$ cat src/rtl/branch_ctrl_pkg.sv
// ---------------------------------------------------------------------------
// branch_ctrl_pkg
// Shared definitions for the decode-stage branch hazard controller:
//   - opcodes of the control-transfer instructions the resolver handles
//   - FSM state type for the stall/resolve sequencer
//   - stall_need(): how many stall cycles a detected hazard costs
// ---------------------------------------------------------------------------
package branch_ctrl_pkg;

    localparam logic [6:0] BrOp = 7'b1100011;
    localparam logic [6:0] JALR = 7'b1100111;
    localparam logic [6:0] JAL  = 7'b1101111;

    typedef enum logic [1:0] {
        RUN     = 2'd0,
        STALL   = 2'd1,
        RESOLVE = 2'd2
    } br_state_t;

    // An EX writer reaches the RF two cycles later and a MEM writer one cycle
    // later. Without a write-first RF the value shows up one cycle after WB.
    // The EX hazard wins because it is the later of the two writes.
    function automatic logic [1:0] stall_need(input logic haz_ex,
                                              input logic haz_mem,
                                              input logic wb_bypass);
        logic [1:0] need;
        need = 2'd0;
        if (haz_ex) begin
            need = wb_bypass ? 2'd2 : 2'd3;
        end else if (haz_mem) begin
            need = wb_bypass ? 2'd1 : 2'd2;
        end
        return need;
    endfunction

endpackage

$ cat src/rtl/branch_hazard_detect.sv
// ---------------------------------------------------------------------------
// branch_hazard_detect
// Combinational decode of the IF/ID instruction: flags control-transfer
// instructions and RAW hazards against the in-flight EX and MEM writers.
// Ports:
//   i_id_instr  [31:0] instruction held in IF/ID
//   i_id_valid         IF/ID holds a valid instruction
//   i_ex_rd/i_ex_we    destination and write-enable of the EX instruction
//   i_mem_rd/i_mem_we  destination and write-enable of the MEM instruction
//   o_is_ctl           instruction is BRANCH, JAL or JALR
//   o_haz_ex           a used source matches the EX destination
//   o_haz_mem          a used source matches the MEM destination
// ---------------------------------------------------------------------------
module branch_hazard_detect
    import branch_ctrl_pkg::*;
(
    input  logic [31:0] i_id_instr,
    input  logic        i_id_valid,
    input  logic [4:0]  i_ex_rd,
    input  logic        i_ex_we,
    input  logic [4:0]  i_mem_rd,
    input  logic        i_mem_we,
    output logic        o_is_ctl,
    output logic        o_haz_ex,
    output logic        o_haz_mem
);

    logic [6:0] w_opcode;
    logic [4:0] w_rs1;
    logic [4:0] w_rs2;
    logic       w_use_rs1;
    logic       w_use_rs2;
    logic       w_is_ctl;
    logic       w_unused_bits;

    assign w_opcode      = i_id_instr[6:0];
    assign w_rs1         = i_id_instr[19:15];
    assign w_rs2         = i_id_instr[24:20];
    assign w_unused_bits = ^{i_id_instr[31:25], i_id_instr[14:7]};

    // JAL computes its target from the PC alone, so it reads no register.
    always_comb begin
        w_is_ctl  = 1'b0;
        w_use_rs1 = 1'b0;
        w_use_rs2 = 1'b0;
        case (w_opcode)
            BrOp: begin
                w_is_ctl  = 1'b1;
                w_use_rs1 = 1'b1;
                w_use_rs2 = 1'b1;
            end
            JALR: begin
                w_is_ctl  = 1'b1;
                w_use_rs1 = 1'b1;
            end
            JAL: begin
                w_is_ctl  = 1'b1;
            end
            default: begin
            end
        endcase
    end

    // A writer to x0 never changes the RF, so rd == 0 cannot create a hazard.
    assign o_haz_ex  = i_id_valid & w_is_ctl & i_ex_we & (i_ex_rd != 5'd0) &
                       ((w_use_rs1 & (w_rs1 == i_ex_rd)) |
                        (w_use_rs2 & (w_rs2 == i_ex_rd)));
    assign o_haz_mem = i_id_valid & w_is_ctl & i_mem_we & (i_mem_rd != 5'd0) &
                       ((w_use_rs1 & (w_rs1 == i_mem_rd)) |
                        (w_use_rs2 & (w_rs2 == i_mem_rd)));
    assign o_is_ctl  = w_is_ctl;

endmodule

$ cat src/rtl/branch_hazard_ctrl.sv
// ---------------------------------------------------------------------------
// branch_hazard_ctrl
// Sequences the decode-stage branch resolver: stalls IF/ID and bubbles ID/EX
// until branch operands are visible in the RF, then qualifies the resolver's
// taken output into a PC redirect and IF/ID flush. Keeps perf counters.
// Parameters:
//   CNT_W      width of each saturating perf counter
//   WB_BYPASS  1: RF is write-first; 0: WB result readable one cycle later
// Ports:
//   clk, rst_n          clock, asynchronous active-low reset
//   i_id_instr/valid    IF/ID instruction (held while o_stall_id = 1)
//   i_ex_rd/we          EX-stage writer
//   i_mem_rd/we         MEM-stage writer
//   i_br_take           raw resolver taken/jump output
//   i_ext_flush         trap flush, aborts any stall
//   i_perf_clr          synchronous clear of the perf counters
//   o_stall_id          hold PC and IF/ID
//   o_bubble_ex         load NOP into ID/EX
//   o_pc_redirect       PC takes the branch target
//   o_flush_ifid        kill the fetched instruction
//   o_br_cnt            control instructions resolved
//   o_taken_cnt         redirects issued
//   o_stall_cnt         stall cycles
// ---------------------------------------------------------------------------
module branch_hazard_ctrl
    import branch_ctrl_pkg::*;
#(
    parameter int CNT_W     = 32,
    parameter bit WB_BYPASS = 1'b1
)
(
    input  logic             clk,
    input  logic             rst_n,
    input  logic [31:0]      i_id_instr,
    input  logic             i_id_valid,
    input  logic [4:0]       i_ex_rd,
    input  logic             i_ex_we,
    input  logic [4:0]       i_mem_rd,
    input  logic             i_mem_we,
    input  logic             i_br_take,
    input  logic             i_ext_flush,
    input  logic             i_perf_clr,
    output logic             o_stall_id,
    output logic             o_bubble_ex,
    output logic             o_pc_redirect,
    output logic             o_flush_ifid,
    output logic [CNT_W-1:0] o_br_cnt,
    output logic [CNT_W-1:0] o_taken_cnt,
    output logic [CNT_W-1:0] o_stall_cnt
);

    br_state_t        r_state;
    logic [1:0]       r_remain;
    logic [CNT_W-1:0] r_br_cnt;
    logic [CNT_W-1:0] r_taken_cnt;
    logic [CNT_W-1:0] r_stall_cnt;

    br_state_t        w_next_state;
    logic [1:0]       w_next_remain;
    logic [1:0]       w_need;
    logic             w_is_ctl;
    logic             w_haz_ex;
    logic             w_haz_mem;
    logic             w_stall;
    logic             w_redirect;
    logic             w_resolved;

    function automatic logic [CNT_W-1:0] sat_inc(input logic [CNT_W-1:0] value,
                                                 input logic             en);
        return (en && (value != {CNT_W{1'b1}})) ? value + CNT_W'(1) : value;
    endfunction

    branch_hazard_detect u_detect (
        .i_id_instr (i_id_instr),
        .i_id_valid (i_id_valid),
        .i_ex_rd    (i_ex_rd),
        .i_ex_we    (i_ex_we),
        .i_mem_rd   (i_mem_rd),
        .i_mem_we   (i_mem_we),
        .o_is_ctl   (w_is_ctl),
        .o_haz_ex   (w_haz_ex),
        .o_haz_mem  (w_haz_mem)
    );

    assign w_need = stall_need(w_haz_ex, w_haz_mem, WB_BYPASS);

    always_ff @(posedge clk or negedge rst_n) begin
        if (!rst_n) begin
            r_state  <= RUN;
            r_remain <= 2'd0;
        end else begin
            r_state  <= w_next_state;
            r_remain <= w_next_remain;
        end
    end

    // The detection cycle already stalls, so the counter is loaded with N-1
    // and STALL is skipped entirely when one stall cycle is enough. RESOLVE
    // trusts the stall count and does not re-check hazards. A killed
    // instruction under ext_flush is not counted as resolved.
    always_comb begin
        w_next_state  = r_state;
        w_next_remain = r_remain;
        w_stall       = 1'b0;
        w_redirect    = 1'b0;
        w_resolved    = 1'b0;
        case (r_state)
            RUN: begin
                if (w_need != 2'd0) begin
                    w_stall       = 1'b1;
                    w_next_remain = w_need - 2'd1;
                    w_next_state  = (w_need > 2'd1) ? STALL : RESOLVE;
                end else begin
                    w_redirect = i_id_valid & w_is_ctl & i_br_take;
                    w_resolved = i_id_valid & w_is_ctl;
                end
            end
            STALL: begin
                w_stall       = 1'b1;
                w_next_remain = r_remain - 2'd1;
                if (r_remain <= 2'd1) begin
                    w_next_state = RESOLVE;
                end
            end
            RESOLVE: begin
                w_redirect   = i_br_take;
                w_resolved   = 1'b1;
                w_next_state = RUN;
            end
            default: begin
                w_next_state  = RUN;
                w_next_remain = 2'd0;
            end
        endcase
        if (i_ext_flush) begin
            w_stall       = 1'b0;
            w_redirect    = 1'b0;
            w_resolved    = 1'b0;
            w_next_state  = RUN;
            w_next_remain = 2'd0;
        end
    end

    always_ff @(posedge clk or negedge rst_n) begin
        if (!rst_n) begin
            r_br_cnt    <= '0;
            r_taken_cnt <= '0;
            r_stall_cnt <= '0;
        end else if (i_perf_clr) begin
            r_br_cnt    <= '0;
            r_taken_cnt <= '0;
            r_stall_cnt <= '0;
        end else begin
            r_br_cnt    <= sat_inc(r_br_cnt, w_resolved);
            r_taken_cnt <= sat_inc(r_taken_cnt, w_redirect);
            r_stall_cnt <= sat_inc(r_stall_cnt, w_stall);
        end
    end

    // Combinational outputs are gated by reset so nothing leaks out while
    // the core is held in reset with live inputs.
    assign o_stall_id    = rst_n & w_stall;
    assign o_bubble_ex   = rst_n & w_stall;
    assign o_pc_redirect = rst_n & w_redirect;
    assign o_flush_ifid  = rst_n & w_redirect;
    assign o_br_cnt      = r_br_cnt;
    assign o_taken_cnt   = r_taken_cnt;
    assign o_stall_cnt   = r_stall_cnt;

endmodule

$ cat config.mk
export PLATFORM = sky130hd
export DESIGN_NAME = branch_hazard_ctrl
export DESIGN_NICKNAME = d
export VERILOG_FILES = /design/src/rtl/branch_ctrl_pkg.sv /design/src/rtl/branch_hazard_detect.sv /design/src/rtl/branch_hazard_ctrl.sv
export SDC_FILE = /design/constraint.sdc
export NUM_CORES = 1
export LEC_CHECK = 0
export BUFFER_PORTS_ARGS = -buffer_cell sky130_fd_sc_hd__buf_2
export CAP_MARGIN = 20
export CORE_MARGIN = 2
export CORE_UTILIZATION = 54
export DETAILED_ROUTE_END_ITERATION = 16
export GPL_TIMING_DRIVEN = 0
export PLACE_DENSITY = 0.81
export SYNTH_ARGS = -nofsm -noshare
export SYNTH_HDL_FRONTEND = slang
export SYNTH_SLANG_ARGS = --single-unit
$ cat constraint.sdc
create_clock -name clk -period 3.4 [get_ports clk]
set_input_delay 0.51 -clock clk [delete_from_list [all_inputs] [get_ports clk]]
set_output_delay 0.51 -clock clk [all_outputs]
set_load 0.05 [all_outputs]
# Yosys cells after proc, flatten, opt, wreduce, memory -nomap -nowiden
# Cells that the tools add are included.
[word_totals] regBits=100
[op_classes] addsub=5 magnitude_cmp=2 eq_ne=15 mux=28 n_bitwise=16 reduce_logical=14
[op_table] operator="32-bit 2-to-1 mux" count=6
[op_table] operator="32-bit by 1-bit adder with 32-bit output (second input constant)" count=3
[op_table] operator="32-bit != test (second input constant)" count=3
[op_table] operator="7-bit == test (second input constant)" count=3
[op_table] operator="5-bit == test" count=4
[op_table] operator="1-bit AND" count=14
[op_table] operator="2-bit 2-to-1 mux" count=7
[op_table] operator="1-bit 2-to-1 mux" count=10
[op_table] operator="5-bit nonzero test" count=2
[op_table] operator="2-bit nonzero test" count=4
[op_table] operator="3-bit != test (second input constant)" count=2
[op_table] operator="1-bit one-hot mux with 2 select lines" count=3
[op_table] operator="2-bit one-hot mux with 3 select lines" count=1
[op_table] operator="2-bit one-hot mux with 2 select lines" count=1
[op_table] operator="2-bit AND reduction" count=2
[op_table] operator="2-bit by 1-bit subtractor with 2-bit output (second input constant)" count=2
[op_table] operator="1-bit logical AND" count=3
[op_table] operator="3-bit OR reduction" count=1
[op_table] operator="2-bit by 1-bit == test with 1-bit output (second input constant)" count=1
[op_table] operator="2-bit == test (second input constant)" count=1
[op_table] operator="2-bit by 1-bit greater-than comparator with 1-bit output (second input constant)" count=1
[op_table] operator="2-bit by 1-bit less-or-equal comparator with 1-bit output (second input constant)" count=1
[op_table] operator="2-bit logical NOT" count=1
[op_table] operator="2-bit != test (second input constant)" count=1
[op_table] operator="2 further kinds" count=3

# Longest topological paths before layout
# Gate-level depths: netlist of the first run.
[depth] depth_word=16 mapped_depth=11 depth_no_buf=8

# Cells and area by module
# A second synthesis of the first run with hierarchy kept.
[unflattened] cells_unflattened=658 area_unflattened_um2=5926.9
[by_module_without_submodules] module="branch_hazard_ctrl" instances=1 cells_each=619 area_per_inst_um2=5634.2 seq_area_each_um2=2502.4
[by_module_without_submodules] module="branch_hazard_detect" instances=1 cells_each=39 area_per_inst_um2=292.8 seq_area_each_um2=0.0

# Worst setup path before layout of the first run
# No wires, ideal clock.
[synth_timing] kind="input port to output port" startpoint="input i_mem_rd[1]" endpoint="output o_pc_redirect" arrival_time_ps=3145 path_slack_ps=-255 cell_stages=8 path_buffers=3 path_cell_list="or3_1 o311a_1 a221oi_2 nor2_1 clkbuf_1 clkbuf_1 nor2b_1 buf_4"
[synth_via] elab_chain_cells=11 elab_cells_between_ends=15 classes_between="2 x eq/ne; 5 x mux; 6 x bitwise; 2 x reduce/logical"
[synth_lines] item="start: declaration" line="branch_hazard_ctrl.sv:38" text="input logic [4:0] i_mem_rd,"
[synth_lines] item="5-bit == test (on tied branches)" line="branch_hazard_detect.sv:69, branch_hazard_detect.sv:70"
[synth_lines] item="1-bit AND (on tied branches)" line="branch_hazard_detect.sv:69, branch_hazard_detect.sv:70"
[synth_lines] item="1-bit bitwise OR" line="branch_hazard_detect.sv:69" text="((w_use_rs1 & (w_rs1 == i_mem_rd)) |"
[synth_lines] item="1-bit AND *" line="branch_hazard_detect.sv:68" text="assign o_haz_mem = i_id_valid & w_is_ctl & i_mem_we & (i_mem_rd != 5'd0) &"
[synth_lines] item="1-bit 2-to-1 mux *" line="branch_ctrl_pkg.sv:30" text="end else if (haz_mem) begin"
[synth_lines] item="2-bit 2-to-1 mux *" line="branch_ctrl_pkg.sv:28" text="if (haz_ex) begin"
[synth_lines] item="2-bit nonzero test *" line="branch_hazard_ctrl.sv:109" text="if (w_need != 2'd0) begin"
[synth_lines] item="1-bit 2-to-1 mux *" line="branch_hazard_ctrl.sv:109"
[synth_lines] item="1-bit one-hot mux with 2 select lines *" line="branch_hazard_ctrl.sv:107" text="case (r_state)"
[synth_lines] item="1-bit 2-to-1 mux *" line="branch_hazard_ctrl.sv:135" text="if (i_ext_flush) begin"
[synth_lines] item="1-bit AND *"
[synth_lines] item="end: declaration" line="branch_hazard_ctrl.sv:45" text="output logic o_pc_redirect,"
# Mark *: on every way between the ends. The rest lies on a longest branch, timed or not.

# Worst setup path in the final report of the first run
[layout_timing] startpoint="input i_mem_rd[1]" endpoint="output o_pc_redirect"
[layout_via] elab_chain_cells=11 elab_cells_between_ends=15 classes_between="2 x eq/ne; 5 x mux; 6 x bitwise; 2 x reduce/logical"
[layout_lines] item="5-bit == test (on tied branches)" line="branch_hazard_detect.sv:69, branch_hazard_detect.sv:70"
[layout_lines] item="1-bit AND (on tied branches)" line="branch_hazard_detect.sv:69, branch_hazard_detect.sv:70"
[layout_lines] item="1-bit bitwise OR" line="branch_hazard_detect.sv:69"
[layout_lines] item="1-bit AND *" line="branch_hazard_detect.sv:68"
[layout_lines] item="1-bit 2-to-1 mux *" line="branch_ctrl_pkg.sv:30"
[layout_lines] item="2-bit 2-to-1 mux *" line="branch_ctrl_pkg.sv:28"
[layout_lines] item="2-bit nonzero test *" line="branch_hazard_ctrl.sv:109"
[layout_lines] item="1-bit 2-to-1 mux *" line="branch_hazard_ctrl.sv:109"
[layout_lines] item="1-bit one-hot mux with 2 select lines *" line="branch_hazard_ctrl.sv:107"
[layout_lines] item="1-bit 2-to-1 mux *" line="branch_hazard_ctrl.sv:135"
[layout_lines] item="1-bit AND *" line="branch_hazard_ctrl.sv:164" text="assign o_pc_redirect = rst_n & w_redirect;"
# Marks and branches as above.

==> impl_metrics.toml, run 1 <==
[clocking]
cts_root_buf = "clkbuf_8"
clock_sinks = 100
clk_pin_slew_ns = 0.09
tritoncts = "built"
cts_buffer_depth = 2
clk_latency_ns = 0.38
cts_max_level = 3
numCtsBuffers = 9

[power]
p_comb_frac = 0.064
power_frac_clock = 0.403
peakVddDrop_v = 0.000174
powerDensity_nw_per_um2 = 314
p_leak_nw = 2.95
netSwitchingFraction = 0.234
intPower_mw = 1.71
power.sequential.fraction = 0.533
p_sw_mw = 0.523
report.power.total_mw = 2.23

[worst_setup_path]
arrival_ns = 2.72
r2r-start = "o_br_cnt[11]$_DFFE_PN0P_"
crit_required_ns = 2.89
crit_fanout = 19
cp-end-kind = "output port"
start_kind = "input port"
critPathKind = "input port to output port"
crit_start = "i_mem_rd[1]"

[yosys]
synth-edff-count = 0
netlist_instances = 674
ys_async_sr_fraction = 1.00
syn_nets = 728
synth.largest_area_cell = "dfrtp_1"
synth_area_um2 = 5970
synthFlopType = "dfrtp_1"
avgSynthCellArea_um2 = 8.86
yosysTopAreaCellShare = 0.419
synth_seq_area_share = 0.419
yosys-top-cells-area = "dfrtp_1 (42%), a21oi_1 (6.0%), or4_1 (3.9%), or3_1 (3.9%), o31ai_1 (3.6%)"
yosys_register_bits = 100
synth.distinct_cells = 51
yosysWarnings = 0

[place]
dp_cells = 949
io_buffers = 134
preCtsSetupSlack_ns = -0.219
gp_congestion = 0.917
dpl.hpwl_um = 12800

[sta]
setup_ws_ns = 0.168
finalMaxSlewViolations = 0
period_share = 0.951
setup_viol = 0
worstMarginPinSlew_ns = 0.926
min_period_ns = 3.23
rsz0062_at_grt = "false"
final-hold-violation-count = 0
slew-limit-headroom = 0.377
fmax_mhz = 309
skew_ns = 0.00813
tns_ns = 0

[drt]
drt_pass1_iterations = 5
avgRoutedWirePerCell_um = 18.4
dr_wl_met2_um = 8450
vias_per_cell = 6.40
top_layer_used = "met4"
drtAntennaViolNets = 0
route.met3.wl_um = 1530
wl_um = 17700
vias = 6172
drc_errors = 0
wl_met1_um = 7240
drt_iter0_drc = 689

[cells_and_area]
fillers = 926
final_util = 0.658
area_delta_synth_final_pct = 19.0
fin_cells = 965
drive_gt1_frac = 0.233
multiInputGateArea_um2 = 3270
seq_area_um2 = 2500
final_nets = 874
antennaDiodeCount = 0

[floorplan]
coreArea_um2 = 10800
start_util = 0.553
fp-row-count = 38
die_w_um = 109
die-area_um2 = 11900
ios = 150
die_y_um = 109

[global_routing]
gr-usage-all-layers = 0.303
antenna_found_initial = 0
grt_overflow = 0
first_global_vias = 5664
grt_max_degree = 62
grt_pass1_wl_um = 28200

[job]
maxCapViolCount = 0

[run_status]
status = "finished clean"

[hold_path]
hold_class = "input port to asynchronous set/reset pin"
## layout make-up
cell class / instances / share of cell area
tap: 140 / 0.0247
buffer: 37 / 0.0224
timing repair buffer: 136 / 0.0986
clock buffer: 12 / 0.0232
multi-input combinational: 520 / 0.461
inverter: 16 / 0.00845
clock inverter: 4 / 0.00986
sequential: 100 / 0.352
## final timing paths
check	to	slack, ns	depth (start not counted)
max reg2reg	o_br_cnt[1]$_DFFE_PN0P_	0.34	9
max in group asynchronous	o_br_cnt[8]$_DFFE_PN0P_	2.49	2
min	o_taken_cnt[7]$_DFFE_PN0P_	0.21	1
max	o_pc_redirect	0.17	9
min reg2reg	o_br_cnt[21]$_DFFE_PN0P_	0.57	2
min in group clk	r_remain[1]$_DFFE_PN0P_	0.36	2
## critical path, stage by stage
cell	delay [ns]
buf_2	0.14
or3_1	0.39
o311a_1	0.40
a221oi_4	0.38
nor2_1	0.10
clkbuf_2	0.26
nor2b_2	0.18
buf_4	0.11
buf_2	0.24
## metrics by stage
stage,hold slack (ns),area (µm²)
floorplan,0.214,5970
global placement,0.549,6820
detailed placement,0.561,6840
CTS,0.229,7090
global route,0.268,7100
finish,0.214,7100
## sequential cells by signal (all words and copies together), names as in the netlist
signal,count
o_br_cnt,32
o_stall_cnt,32
o_taken_cnt,32
r_remain,2
r_state,2
## cell usage after synthesis (all sizes together) (4+ instances only)
| cell | number |
|---|---|
| nor2 | 43 |
| buf | 12 |
| or4b | 6 |
| o41ai | 7 |
| and2 | 4 |
| or3 | 37 |
| nor4 | 13 |
| clkbuf | 26 |
| a21oi | 72 |
| and3 | 9 |
| o31ai | 29 |
| and4 | 8 |
| o21ai | 37 |
| nand3 | 43 |
| nand4 | 30 |
| inv | 16 |
| xnor2 | 22 |
| xor2 | 9 |
| nand2 | 45 |
| mux2 | 10 |
| dfrtp | 100 |
| nor3 | 13 |
| ha | 4 |
| or4 | 31 |
| nor2b | 10 |
| or2 | 5 |
## power groups by stage
| stage | Clock [mW] | Sequential, mW | Combinational (mW) |
|---|---|---|---|
| final | 0.898 | 1.19 | 0.142 |
| after CTS | 0.911 | 1.19 | 0.141 |
| after global placement | 0 | 1.21 | 0.133 |
| after global routing | 0.947 | 1.19 | 0.155 |
| after floorplan | 0 | 1.21 | 0.0565 |
| after detailed placement | 0 | 1.21 | 0.140 |
## layout by cell type (no fill, tap or decap), drive strengths merged, types with 3 or more instances in the layout
cell,instances
nand3,43
o41ai,7
or4b,6
nor2b,10
and3,9
nand2b,3
buf,148
or4,31
o21ai,37
nor2,43
nor3,13
mux2,10
and4,8
dfrtp,100
or3,37
o31a,3
nand4,30
o21ba,3
nor4,13
xnor2,22
clkbuf,37
or2,5
and2,4
o31ai,29
inv,16
ha,4
xor2,9
nand2,45
a21oi,72
nand4b,3
## per-layer routing
layer,global-route usage,vias to the layer above
met5,0,-
met4,0.133,0
met3,0.0568,42
met2,0.484,322
met1,0.402,2967
li1,-,2841
## kinds of logic (layout without fill, tap and decap cells)
family | count (synthesis) | after routing | synth area share
and+or+nand+nor | 305 | 305 | 0.287
xor gates and xnor gates | 31 | 31 | 0.0455
AOI/OAI and AO/OA | 168 | 168 | 0.180
adders and majority gates | 4 | 4 | 0.00838
DFF | 100 | 100 | 0.419
muxes | 12 | 12 | 0.0222
buffers and inverters | 54 | 205 | 0.0371
## what timing repair did
action	in CTS	in global routing
hold buffers	0	0
setup buffers	0	1
gates resized for setup	2	3
pin swaps	0	1
endpoints found under the setup margin	2	24
gates cloned	0	0
(Power assumes the default switching activity.)
==> inputs of run 2 (changes only) <==
--- a/config.mk
+++ b/config.mk
@@ -12,6 +12,7 @@
 export DETAILED_ROUTE_END_ITERATION = 16
 export GPL_TIMING_DRIVEN = 0
 export PLACE_DENSITY = 0.81
+export REMOVE_ABC_BUFFERS = 1
 export SYNTH_ARGS = -nofsm -noshare
 export SYNTH_HDL_FRONTEND = slang
 export SYNTH_SLANG_ARGS = --single-unit
==> impl_metrics.toml, run 2 (same netlist as run 1, synthesis figures left out) <==
[clocking]
clk_pin_slew_ns = 0.09
clk_latency_ns = 0.37
cts_max_level = 3
numCtsBuffers = 9
cts_setup_buffers = 0
tritoncts = "built"
cts_root_buf = "clkbuf_8"
clock_sinks = 100
cts_buffer_depth = 2

[sta]
rsz0062_at_grt = "false"
worstMarginPinSlew_ns = 0.865
skew_ns = 0.0122
fmax_mhz = 308
tns_ns = 0
finalMaxSlewViolations = 0
period_share = 0.955
slew-limit-headroom = 0.418
min_period_ns = 3.25
final-hold-violation-count = 0
setup_viol = 0

[drt]
drt_pass1_iterations = 5
wl_um = 15600
drtAntennaViolNets = 0
vias = 5852
drt_iter0_drc = 479
vias_per_cell = 6.31
avgRoutedWirePerCell_um = 16.8
drc_errors = 0

[cells_and_area]
seq_area_um2 = 2500
mostFrequentLayoutCell = "buf_2"
final_util = 0.642
final_nets = 839
fillers = 920
drive_gt1_frac = 0.227
final_area_um2 = 6930
area_delta_synth_final_pct = 16.1
antennaDiodeCount = 0
final_cell_mix = "buf_2 (132), dfrtp_1 (100), a21oi_1 (72)"
multiInputGateArea_um2 = 3270

[floorplan]
die-area_um2 = 11900
ios = 150
fp-row-count = 38
die_w_um = 109
die_y_um = 109
start_util = 0.553
coreArea_um2 = 10800

[power]
powerDensity_nw_per_um2 = 288
peakVddDrop_v = 0.000180
p_leak_nw = 2.88

[worst_setup_path]
start_kind = "input port"
crit_required_ns = 2.89
cp-end-kind = "output port"
cp_common_cell = "buf_2"
crit_fanout = 20
path_cells = "buf_2 -> or3_1 -> o311a_1 -> a221oi_2 -> nor2_2 -> nor2b_1 -> buf_2"
arrival_ns = 2.74
slowest_delay_ns = 0.57
crit_buf_inv = 2
critPathKind = "input port to output port"
cpMaxStageDelayCell = "a221oi_2"
cp_top_family = "compound AO/OA/AOI/OAI gates"

[run_status]
status = "finished clean"

[place]
dpl.hpwl_um = 10900
io_buffers = 134
gp_congestion = 0.885
placed_cell_area_um2 = 6770

[global_routing]
first_global_vias = 5326
grt_pass1_wl_um = 25200
gr-usage-all-layers = 0.263
grt_max_degree = 62
grt_overflow = 0
antenna_found_initial = 0

[hold_path]
hold_class = "input port to asynchronous set/reset pin"

[job]
maxCapViolCount = 0
run 2: changes by cell type in the layout (fill, tap and decap cells not counted), sizes merged:
cell | previous run | this run
bufinv | 2 | 0
buf | 148 | 138
clkbuf | 37 | 11
clkinv | 2 | 3
run 2: per-stage QoR:
step | std cells | hold slack, ns | total power, mW | worst slack, ns
after global placement | 910 | 0.541 | 1.33 | -1.35
final | 928 | 0.179 | 2.00 | 0.154
after CTS | 928 | 0.198 | 2.01 | 0.154
after global routing | 928 | 0.219 | 2.07 | 0.0197
after floorplan | 636 | 0.214 | 1.25 | -0.542
after detailed placement | 914 | 0.558 | 1.34 | -0.0569
run 2: repair_timing:
item | in CTS | in global routing
setup endpoints to repair | 2 | 0
hold buffers | 0 | 0
gates resized for setup | 2 | 0
run 2: report_power, final:
group	leakage (nW)	internal [mW]	total [mW]	switching, mW
clock	0.0848	0.276	0.677	0.401
sequential	1.40	1.19	1.19	0.000211
combinational	1.40	0.0468	0.131	0.0841
total	2.88	1.51	2.00	0.486
run 2: layout make-up:
| type | count | area share |
|---|---|---|
| clock inverters | 3 | 0.00217 |
| repair buffers | 138 | 0.111 |
| multi-input cells | 520 | 0.472 |
| flip-flops and latches | 100 | 0.361 |
| clock buffers | 11 | 0.0204 |
| inverters | 16 | 0.00866 |
| well taps | 140 | 0.0253 |
run 2: worst paths after layout:
| kind | start | endpoint | slack, ns | cells past startpoint |
|---|---|---|---|---|
| min reg2reg | o_br_cnt[21]$_DFFE_PN0P_ | o_br_cnt[21]$_DFFE_PN0P_ | 0.58 | 2 |
| min in group clk | i_ext_flush | r_remain[0]$_DFFE_PN0P_ | 0.38 | 2 |
| max reg2reg | o_stall_cnt[3]$_DFFE_PN0P_ | o_stall_cnt[28]$_DFFE_PN0P_ | 0.43 | 7 |
| max | i_mem_rd[1] | o_pc_redirect | 0.15 | 7 |
| min | rst_n | o_taken_cnt[7]$_DFFE_PN0P_ | 0.18 | 1 |
| max in group asynchronous | rst_n | r_remain[1]$_DFFE_PN0P_ | 2.53 | 2 |
run 2: worst register-to-register path, stage by stage (launching register included):
cell	delay, ns
dfrtp_1	0.48
nand4_1	0.32
nor4_1	0.60
nand3_1	0.27
nor2_1	0.15
nand4_1	0.42
or3_1	0.50
a21oi_1	0.15
run 2: per-layer routing:
| layer | up-vias | GRT usage | wire (µm) |
|---|---|---|---|
| met3 | 23 | 0.0412 | 850 |
| met5 | - | 0 | 0 |
| met2 | 207 | 0.436 | 7720 |
| met1 | 2852 | 0.349 | 6780 |
| li1 | 2770 | - | - |
| met4 | 0 | 0.0925 | 278 |
==> inputs of run 3 (changes only) <==
--- a/config.mk
+++ b/config.mk
@@ -5,10 +5,11 @@
 export SDC_FILE = /design/constraint.sdc
 export NUM_CORES = 1
 export LEC_CHECK = 0
+export ABC_AREA = 1
 export BUFFER_PORTS_ARGS = -buffer_cell sky130_fd_sc_hd__buf_2
 export CAP_MARGIN = 20
 export CORE_MARGIN = 2
-export CORE_UTILIZATION = 54
+export CORE_UTILIZATION = 56
 export DETAILED_ROUTE_END_ITERATION = 16
 export GPL_TIMING_DRIVEN = 0
 export PLACE_DENSITY = 0.81
==> impl_metrics.toml, run 3 <==
[run_status]
status = "finished clean"

[global_routing]
grt_overflow = 0
gr-usage-all-layers = 0.280
grt_pass1_wl_um = 32600
grt_max_degree = 66
antenna_found_initial = 0
first_global_vias = 6722

[sta]
finalMaxSlewViolations = 0
rsz0062_at_grt = "false"
slew-limit-headroom = 0.566
final-hold-violation-count = 0
setup_viol = 0
setup_ws_ns = 0.592
skew_ns = 0.00781
min_period_ns = 2.81
fmax_mhz = 356
worstMarginPinSlew_ns = 0.651
hold_slack_ns = 0.185
period_share = 0.826

[floorplan]
die_w_um = 118
coreArea_um2 = 12700
die_y_um = 118
die-area_um2 = 14000
start_util = 0.576
ios = 150
fp-row-count = 41

[power]
peakVddDrop_v = 0.000271
powerDensity_nw_per_um2 = 293
p_leak_nw = 3.87

[yosys]
yosysTopAreaCellShare = 0.341
avgSynthCellArea_um2 = 7.03
synthFlopType = "dfrtp_1"
yosys-top-cells-area = "dfrtp_1 (34%), nand2_1 (15%), nand3_1 (7.9%), nor2_1 (6.6%), xor2_1 (6.5%)"
synth_xor_area_frac = 0.110
synthTopCellsByCount = "nand2_1 (302), nor2_1 (128), nand3_1 (115)"
synth_seq_area_share = 0.341
synth_area_um2 = 7330
synth.distinct_cells = 38
synth_fa_ha_area_frac = 0.00683
ys_async_sr_fraction = 1.00
synth.largest_area_cell = "dfrtp_1"
synth-edff-count = 0
synth_compound_area_frac = 0.0316
synth.most_common_cell = "nand2_1"
synthMuxAreaShare = 0
yosysWarnings = 0
synth_top_family_by_area = "simple AND/OR/NAND/NOR gates"
synth_simple_gate_area_share = 0.428
yosys_register_bits = 100
netlist_instances = 1043

[place]
io_buffers = 134
dpl.hpwl_um = 13700
preCtsSetupSlack_ns = 0.374
placed_cell_area_um2 = 8000
gp_congestion = 0.914

[worst_setup_path]
start_kind = "flop"
reg2reg_slack_ns = 0.59
arrival_ns = 3.03
cpMaxStageDelayCell = "dfrtp_1"
cp-end-kind = "flop"
critPathKind = "flop to flop"
cp_common_cell = "nand2_1"
crit_required_ns = 3.62
crit_fanout = 42
slowest_delay_ns = 0.47
path_cells = "ha_1 -> and3_1 -> nand2_1 -> nor2_2 -> nand2_1 -> nand3_4 -> nand2_2 -> nand3_1 -> o21ai_2"

[clocking]
tritoncts = "built"
cts_setup_buffers = 0
numCtsBuffers = 9
clk_latency_ns = 0.35
clk_pin_slew_ns = 0.07
cts_resized = 0
cts_max_level = 3
holdBufCountCts = 0
cts_root_buf = "clkbuf_16"
cts_buffer_depth = 2
clock_sinks = 100

[drt]
drc_errors = 0
vias = 7197
avgRoutedWirePerCell_um = 14.6
drt_pass1_iterations = 5
drtAntennaViolNets = 0
drt_iter0_drc = 523
wl_um = 19300
vias_per_cell = 5.43

[cells_and_area]
mostFrequentLayoutCell = "nand2_1"
area_delta_synth_final_pct = 13.4
final_cell_mix = "nand2_1 (302), buf_2 (133), nor2_1 (128)"
fillers = 1197
final_area_um2 = 8320
final_nets = 1203
antennaDiodeCount = 0
drive_gt1_frac = 0.166

[job]
maxCapViolCount = 0

[hold_path]
hold_class = "input port to asynchronous set/reset pin"
==> run 3: layer usage <==
metal	up-vias	wire [µm]	track usage	part of all wire
met5	-	0	0	0
met4	0	269	0.0707	0.014
met3	27	1150	0.0569	0.059
met2	241	9170	0.460	0.47
met1	3321	8760	0.381	0.45
li1	3608	-	-	-
==> run 3: cell type report <==
cell class | count | area (µm²) | area share
Sequential cell | 100 | 2500 | 0.301
Tap cell | 172 | 215 | 0.0259
Multi-Input combinational cell | 816 | 4230 | 0.508
Clock inverter | 5 | 58.8 | 0.00707
Inverter | 85 | 324 | 0.0390
Clock buffer | 11 | 243 | 0.0292
Timing Repair Buffer | 137 | 748 | 0.0900
==> run 3: metrics by stage <==
stage	util	std cells	TNS [ns]	power, mW
global placement	0.624	1307	-9.98	1.40
finish	0.654	1326	0	2.44
CTS	0.652	1325	0	2.47
floorplan	-	1001	0	1.31
detailed placement	0.628	1309	0	1.41
global route	0.654	1326	0	2.54
==> run 3: critical path, delay by kind of cell, from the launching register on <==
family | cells | cell delay (ns)
and+or+nand+nor | 7 | 1.85
DFF | 1 | 0.47
adders and majority gates | 1 | 0.27
AOI/OAI and AO/OA | 1 | 0.07
==> run 3: cell families (layout without fill, tap and decap cells) <==
kind of cell,after synthesis,after routing
flip-flops,100,100
AND/OR/NAND/NOR,686,686
XOR/XNOR,92,92
buffers and inverters,127,238
adder cells (fa/ha/maj),4,4
AO/OA/AOI/OAI,34,34
==> run 3: report_power, final <==
part           switching [mW]  internal (mW)  total (mW)  leakage [nW]
Combinational           0.134         0.0508       0.185          2.33
Clock                   0.460          0.593        1.05         0.142
Sequential            0.00927           1.19        1.20          1.39
Total                   0.603           1.84        2.44          3.87
==> run 3: worst paths after layout <==
check,start,endpoint,depth (start not counted)
setup / recovery,o_stall_cnt[1]$_DFFE_PN0P_,o_stall_cnt[15]$_DFFE_PN0P_,9
hold / removal,rst_n,o_br_cnt[23]$_DFFE_PN0P_,1
setup reg to reg,o_stall_cnt[1]$_DFFE_PN0P_,o_stall_cnt[15]$_DFFE_PN0P_,9
hold reg to reg,r_remain[1]$_DFFE_PN0P_,r_remain[1]$_DFFE_PN0P_,2
max in group asynchronous,rst_n,o_taken_cnt[25]$_DFFE_PN0P_,2
min in group clk,r_remain[1]$_DFFE_PN0P_,r_remain[1]$_DFFE_PN0P_,2
